### src/rtl/td4_execute.sv
// TD4 execute/state stage: registers A/B, output latch, carry flag and PC.
// Optional build macro TD4_HALT_ON_INVALID_EN makes INVALID trap (halted=1) instead of acting as NOP.

package lib_cpu;
  typedef enum logic [3:0] {
    ADD_A_IMM = 4'b0000,
    MOV_A_B   = 4'b0001,
    IN_A      = 4'b0010,
    MOV_A_IMM = 4'b0011,
    MOV_B_A   = 4'b0100,
    ADD_B_IMM = 4'b0101,
    IN_B      = 4'b0110,
    MOV_B_IMM = 4'b0111,
    INVALID   = 4'b1000,
    OUT_B     = 4'b1001,
    OUT_IMM   = 4'b1011,
    JNC_IMM   = 4'b1110,
    JMP_IMM   = 4'b1111
  } OPECODE;
endpackage

module td4_execute
  import lib_cpu::*;
#(
  parameter logic [3:0] RESET_PC  = 4'h0,
  parameter logic [3:0] RESET_OUT = 4'h0
) (
  input  logic       clk,
  input  logic       rst,
  input  logic       en,
  input  OPECODE     opecode,
  input  logic [3:0] imm,
  input  logic [3:0] in_port,
  output logic [3:0] pc,
  output logic [3:0] out_port,
  output logic [3:0] reg_a,
  output logic [3:0] reg_b,
  output logic       carry,
  output logic       halted
);

  logic [3:0] pc_q, pc_d;
  logic [3:0] a_q, a_d;
  logic [3:0] b_q, b_d;
  logic [3:0] out_q, out_d;
  logic       carry_q, carry_d;
  logic [3:0] add_src;
  logic [4:0] sum;

`ifdef TD4_HALT_ON_INVALID_EN
  logic halted_q, halted_d;
`endif

  always_comb begin
    // NOTE: every output of this block is given a default first so no path leaves it unassigned (no latches).
    pc_d    = pc_q + 4'd1;
    a_d     = a_q;
    b_d     = b_q;
    out_d   = out_q;
    carry_d = 1'b0;
`ifdef TD4_HALT_ON_INVALID_EN
    halted_d = halted_q;
`endif
    // One shared adder; only ADD_B_IMM routes B into it.
    add_src = (opecode == ADD_B_IMM) ? b_q : a_q;
    sum     = {1'b0, add_src} + {1'b0, imm};

    unique case (opecode)
      ADD_A_IMM: begin a_d = sum[3:0]; carry_d = sum[4]; end
      ADD_B_IMM: begin b_d = sum[3:0]; carry_d = sum[4]; end
      MOV_A_IMM: a_d = imm;
      MOV_B_IMM: b_d = imm;
      MOV_A_B:   a_d = b_q;
      MOV_B_A:   b_d = a_q;
      IN_A:      a_d = in_port;
      IN_B:      b_d = in_port;
      OUT_B:     out_d = b_q;
      OUT_IMM:   out_d = imm;
      JMP_IMM:   pc_d = imm;
      JNC_IMM:   if (!carry_q) pc_d = imm;
      default: begin
`ifdef TD4_HALT_ON_INVALID_EN
        pc_d     = pc_q;
        carry_d  = carry_q;
        halted_d = 1'b1;
`endif
      end
    endcase

`ifdef TD4_HALT_ON_INVALID_EN
    // A trapped core is frozen until reset, whatever the decoder presents.
    if (halted_q) begin
      pc_d     = pc_q;
      a_d      = a_q;
      b_d      = b_q;
      out_d    = out_q;
      carry_d  = carry_q;
      halted_d = 1'b1;
    end
`endif
  end

  // NOTE: sequential state uses non-blocking assignments so all flops update together at the edge.
  always_ff @(posedge clk) begin
    if (rst) begin
      pc_q     <= RESET_PC;
      a_q      <= 4'h0;
      b_q      <= 4'h0;
      out_q    <= RESET_OUT;
      carry_q  <= 1'b0;
`ifdef TD4_HALT_ON_INVALID_EN
      halted_q <= 1'b0;
`endif
    end else if (en) begin
      pc_q     <= pc_d;
      a_q      <= a_d;
      b_q      <= b_d;
      out_q    <= out_d;
      carry_q  <= carry_d;
`ifdef TD4_HALT_ON_INVALID_EN
      halted_q <= halted_d;
`endif
    end
  end

  assign pc       = pc_q;
  assign reg_a    = a_q;
  assign reg_b    = b_q;
  assign out_port = out_q;
  assign carry    = carry_q;
`ifdef TD4_HALT_ON_INVALID_EN
  assign halted   = halted_q;
`else
  assign halted   = 1'b0;
`endif

endmodule

### config.mk
export PLATFORM = sky130hd
export DESIGN_NAME = td4_execute
export DESIGN_NICKNAME = d
export VERILOG_FILES = /design/src/rtl/td4_execute.sv
export SDC_FILE = /design/constraint.sdc
export NUM_CORES = 1
export LEC_CHECK = 0
export CAP_MARGIN = 10
export CORE_UTILIZATION = 45
export CTS_CLUSTER_SIZE = 28
export DETAILED_ROUTE_END_ITERATION = 8
export GPL_ROUTABILITY_DRIVEN = 0
export PLACE_DENSITY = 0.77
export SLEW_MARGIN = 30
export SYNTH_ARGS = -nofsm -noshare
export SYNTH_HDL_FRONTEND = slang
export SYNTH_SLANG_ARGS = --single-unit
### constraint.sdc
create_clock -name clk -period 6.29 [get_ports clk]
set_input_delay 1.258 -clock clk [delete_from_list [all_inputs] [get_ports clk]]
set_output_delay 1.258 -clock clk [all_outputs]
set_load 0.02 [all_outputs]
## After elaboration in Yosys (flattened, before gate mapping)

Cells that the tools add are included.

| word-level totals | value |
|---|---|
| output and inout bits | 18 |
| flip-flop bits (word level) | 17 |
| bits of input ports | 15 |

| cells by class | value |
|---|---|
| eq/ne operators | 11 |
| add/subtract/negate cells | 2 |
| reduce and logical (&&, ||, !) cells | 8 |
| multiplexer cells | 7 |

Operators by type and width:

| kind | count |
|---|---|
| one-hot mux 4 bit (4 select lines) | 2 |
| equality test 4 x 3 -> 1 bit (second input constant) | 4 |
| equality test 4 bit (second input constant) | 4 |
| one-hot mux 4 bit (2 select lines) | 2 |
| equality test 4 x 2 -> 1 bit (second input constant) | 2 |
| two-way mux 4 bit | 2 |
| nonzero test 4 bit | 2 |
| AND reduction 2 bit | 3 |
| adder 4 x 4 -> 5 bit | 1 |
| adder 4 x 1 -> 4 bit (second input constant) | 1 |
| equality test 4 x 1 -> 1 bit (second input constant) | 1 |
| zero test 4 bit | 1 |
| nonzero test 2 bit | 1 |
| OR reduction 2 bit | 1 |
| two-way mux 1 bit | 1 |

## Depth between registers and ports, before layout

| depth | value |
|---|---|
| word-level depth | 4 |
| gate-level depth with buffers | 10 |
| mapped depth without buffers | 9 |

## Worst setup path after synthesis

OpenSTA, ideal clock, no wires.

| timing path | value |
|---|---|
| path type | input-to-reg |
| start | input port opecode[2] |
| end | register a_q[1], in the netlist reg_a[1] |
| slack | 2.780 ns |
| arrival | 3.381 ns |
| buffers on the path | 1 |
| setup time | 0.129 ns |
| stages on the path | 10 |
| cells stage by stage | buf_2 > nor2b_1 > and2b_1 > mux2_2 > ha_1 > fa_1 > and2b_2 > a211oi_1 > o31a_1 > nor2_1 |

| between the ends | value |
|---|---|
| word-level cells in the longest chain between the ends | 4 |
| elaborated cells on any way between the ends | 10 |
| those cells by class | add/sub (1); eq/ne (4); mux (2); reduce/logical (3) |

RTL lines:

| what | line | source |
|---|---|---|
| from (decl) | 31 | `input OPECODE opecode,` |
| equality test 4 x 3 -> 1 bit | 65 | `add_src = (opecode == ADD_B_IMM) ? b_q : a_q;` |
| two-way mux 4 bit | 65 |  |
| adder 4 x 4 -> 5 bit | 66 | `sum = {1'b0, add_src} + {1'b0, imm};` |
| one-hot mux 4 bit (4 select lines) | 68 | `unique case (opecode)` |
| to (signal assigned) | 107 | `a_q <= 4'h0;` |
| to (signal assigned) | 116 | `a_q <= a_d;` |
| to (decl) | 43 | `logic [3:0] a_q, a_d;` |

Several ways; a longest one is shown, not always the timed one.
A chain may end at the register's enable or synchronous reset.

## Final worst setup path

| timing path | value |
|---|---|
| start | input port opecode[0] |
| end | register a_q[1], in the netlist reg_a[1] |

The elaborated chain is that of the path after synthesis.

==> summary.md <==
| Metric | Value |
|---|---|
| Status | `finished, final reports clean` |
| Synth Cell Area | `1260 µm²` |
| DRT Pass-1 Iters | `4` |
| Worst slack at placement | `1.74 ns` |
| Met3 global-route usage | `6.01%` |
| Startpoint type of the worst setup path | `input pin` |
| Die Y | `55.0 µm` |
| Vias per inst | `5.73` |
| CTS tree | `done` |
| Final ANT Viol Nets | `0` |
| Tcrit/Tclk final | `67.9%` |
| Fillers | `226` |
| P_sw | `0.0795 mW` |
| Post-layout util | `61.7%` |
| Final setup fails | `0` |
| Initial antenna violation count | `0` |
| CTS Hold Bufs | `0` |
| Drc violations | `0` |
| Asr flop ratio synth | `0%` |
| Post-Route Skew | `0.0126 ns` |
| All-Layer GR Usage | `22.8%` |
| Avg WL per Cell | `15.0 µm` |
| Sequential share of the synthesized area | `26.9%` |
| Final setup TNS | `0 ns` |
| GR peak layer | `met2` |
| Max Slew Vio Count | `0` |
| Sink Count | `17` |
| Worst VDD drop | `0.124 mV` |
| Placed Cells | `198` |
| Combinational power share | `28.9%` |
| PortBufs | `31` |
| Final Power | `0.251 mW` |
| Register share of total power | `46.9%` |
| Reg clk slew, reported paths | `0.09 ns` |
| CP Data Arrival Time | `4.44 ns` |
| Element type at the critical path end | `flop` |
| RSZ-0062 raised after global routing | `false` |
| Core Rows | `18` |
| Int Pwr | `0.172 mW` |
| Clock insertion delay at the later pin of the skew report | `0.30 ns` |
| Net Sw Frac | `31.6%` |
| Ys Warns | `0` |
| FMAX | `0.234 GHz` |
| Largest net degree at the start of global routing | `21` |
| Htree depth | `1` |
| Synthesized area per cell | `8.72 µm²` |
| DIE AREA | `3020 µm²` |
| Post_cts resized | `0` |
| Pleak | `0.627 nW` |
| Share of post-route cells with drive strength above 1 | `10.5%` |
| Dpl hpwl | `2260 µm` |
| Starting density of the core | `49.2%` |
| Root buf cell | `clkbuf_4` |
| Max-slew headroom | `54.1%` |
| Setup ws final | `2.02 ns` |
| Vias in the first global route | `1,066` |
| Placed inst area | `1560 µm²` |
| Core Footprint | `2570 µm²` |
| Nets | `195` |
| IO Pins | `33` |
| Design Area, Final | `1580 µm²` |
| Worst-margin pin slew | `0.686 ns` |
| Gr ovfl total | `0` |
| Global-route wire length before repair | `4860 µm` |
| Setup CP Type | `in2reg` |
| Diode count | `0` |
| Horiz. Die Dim | `55.0 µm` |
| Critical path data required time | `6.46 ns` |
| Clock power frac | `24.2%` |
| Cts bufs inserted | `3` |
| GRT met1 Usage | `29.8%` |
| M2 GR Usage | `35.7%` |
| Final hold slack | `0.499 ns` |
| Drt initial violations | `26` |
| Yosys cell types | `50` |
| EDFF count, synth | `0` |
| Post-Route WL | `3020 µm` |
| Max FO, Critical Path | `14` |
| Power density over the cells | `159 nW/µm²` |
| Vias | `1,158` |
| Min Tclk post-route | `4.27 ns` |
| Area growth, synth to finish | `25.3%` |
| Post-synth net total | `167` |
| Max Buffers Root-to-Sink | `2` |
| Finished Layout Cells | `202` |
| Type of the worst min-delay path | `reg2reg` |
| Post-CTS setup buffers | `0` |
| Fin. Hold Viols | `0` |
| Max-cap violations | `0` |
| Synth Flop Type | `dfxtp_1` |
| Yosys reg bits | `17` |
| Mapped Cells | `145` |
## kinds of logic (layout without fill, tap and decap cells)
family / after synthesis / in the layout / synth area share, %
AND/OR/NAND/NOR: 56 / 56 / 23.8
flip-flops: 17 / 17 / 26.9
other: 1 / 1 / 0.297
multiplexers: 17 / 17 / 14.8
AO/OA/AOI/OAI: 34 / 34 / 19.7
adder cells (fa/ha/maj): 7 / 7 / 7.52
XOR/XNOR: 3 / 3 / 2.08
buffers and inverters: 10 / 37 / 4.95
## power groups by stage
| stage | clock network [mW] | registers (mW) | logic, mW |
|---|---|---|---|
| detailed placement | 0 | 0.120 | 0.0720 |
| floorplan | 0 | 0.125 | 0.0403 |
| global route | 0.0681 | 0.119 | 0.0789 |
| finish | 0.0608 | 0.118 | 0.0727 |
| global placement | 0 | 0.120 | 0.0713 |
| CTS | 0.0629 | 0.118 | 0.0724 |
## final cells by class
type / count / area (µm²) / area share, %
inverters: 2 / 7.51 / 0.474
clock buffers: 3 / 22.5 / 1.42
multi-input cells: 118 / 861 / 54.3
flip-flops and latches: 17 / 340 / 21.5
repair buffers: 31 / 310 / 19.6
well taps: 30 / 37.5 / 2.37
clock inverters: 1 / 5.00 / 0.316
## cell usage in the layout, fill, tap and decap left out, types with 2 or more instances in the layout
cell type,n
inv_1,2
o21ai_0,3
ha_1,6
nand3b_1,2
nand2_1,12
nand2b_1,4
a311o_1,2
mux2_4,2
a211o_1,2
nor2b_1,3
a21oi_1,7
o211ai_1,2
clkdlybuf4s50_1,31
a211oi_1,7
nor2_1,15
mux2_2,5
clkbuf_4,3
dfxtp_1,17
o31a_1,3
nor3_1,2
mux2i_1,10
nand3_1,5
xor2_1,2
## registers in the layout (all words and copies together) (netlist names)
name / cells
pc: 4
reg_b: 4
carry: 1
out_port: 4
reg_a: 4
## final timing paths
kind | from | end | slack, ns | depth (start not counted)
max | opecode[0] | reg_a[1] | 2.02 | 10
min | carry | carry | 0.50 | 2
max reg2reg | reg_b[0] | reg_a[1] | 4.17 | 7
min reg2reg | carry | carry | 0.50 | 2
## Yosys cell counts, types with 2 or more instances
cell type / number / area (µm²)
clkbuf_1: 2 / 7.51
nand2b_1: 4 / 25.0
o21ai_0: 3 / 15.0
xor2_1: 2 / 17.5
o211ai_1: 2 / 15.0
ha_1: 6 / 75.1
nor3_1: 2 / 10.0
inv_1: 2 / 7.51
mux2i_1: 10 / 100
nand2_1: 12 / 45.0
nand3b_1: 2 / 15.0
nor2_1: 15 / 56.3
a311o_1: 2 / 20.0
mux2_2: 5 / 56.3
a21oi_1: 7 / 35.0
nand3_1: 5 / 25.0
a211o_1: 2 / 17.5
buf_2: 3 / 15.0
dfxtp_1: 17 / 340
mux2_4: 2 / 30.0
nor2b_1: 3 / 18.8
a211oi_1: 7 / 52.6
o31a_1: 3 / 26.3
## metal layers
metal,vias up,share of wire [%]
met2,38,47
met3,4,5.4
met5,-,0
li1,583,-
met4,0,1.1
met1,533,47
## critical path, cell delays in order
cell and delay, ns:
clkdlybuf4s50_1 0.85, nand2b_1 0.28, and2b_1 0.35, mux2_2 0.36
ha_1 0.20, fa_1 0.46, and2b_2 0.21, a211oi_1 0.25
o31a_1 0.17, nor2_1 0.03
Power figures use the tool's default switching activity.
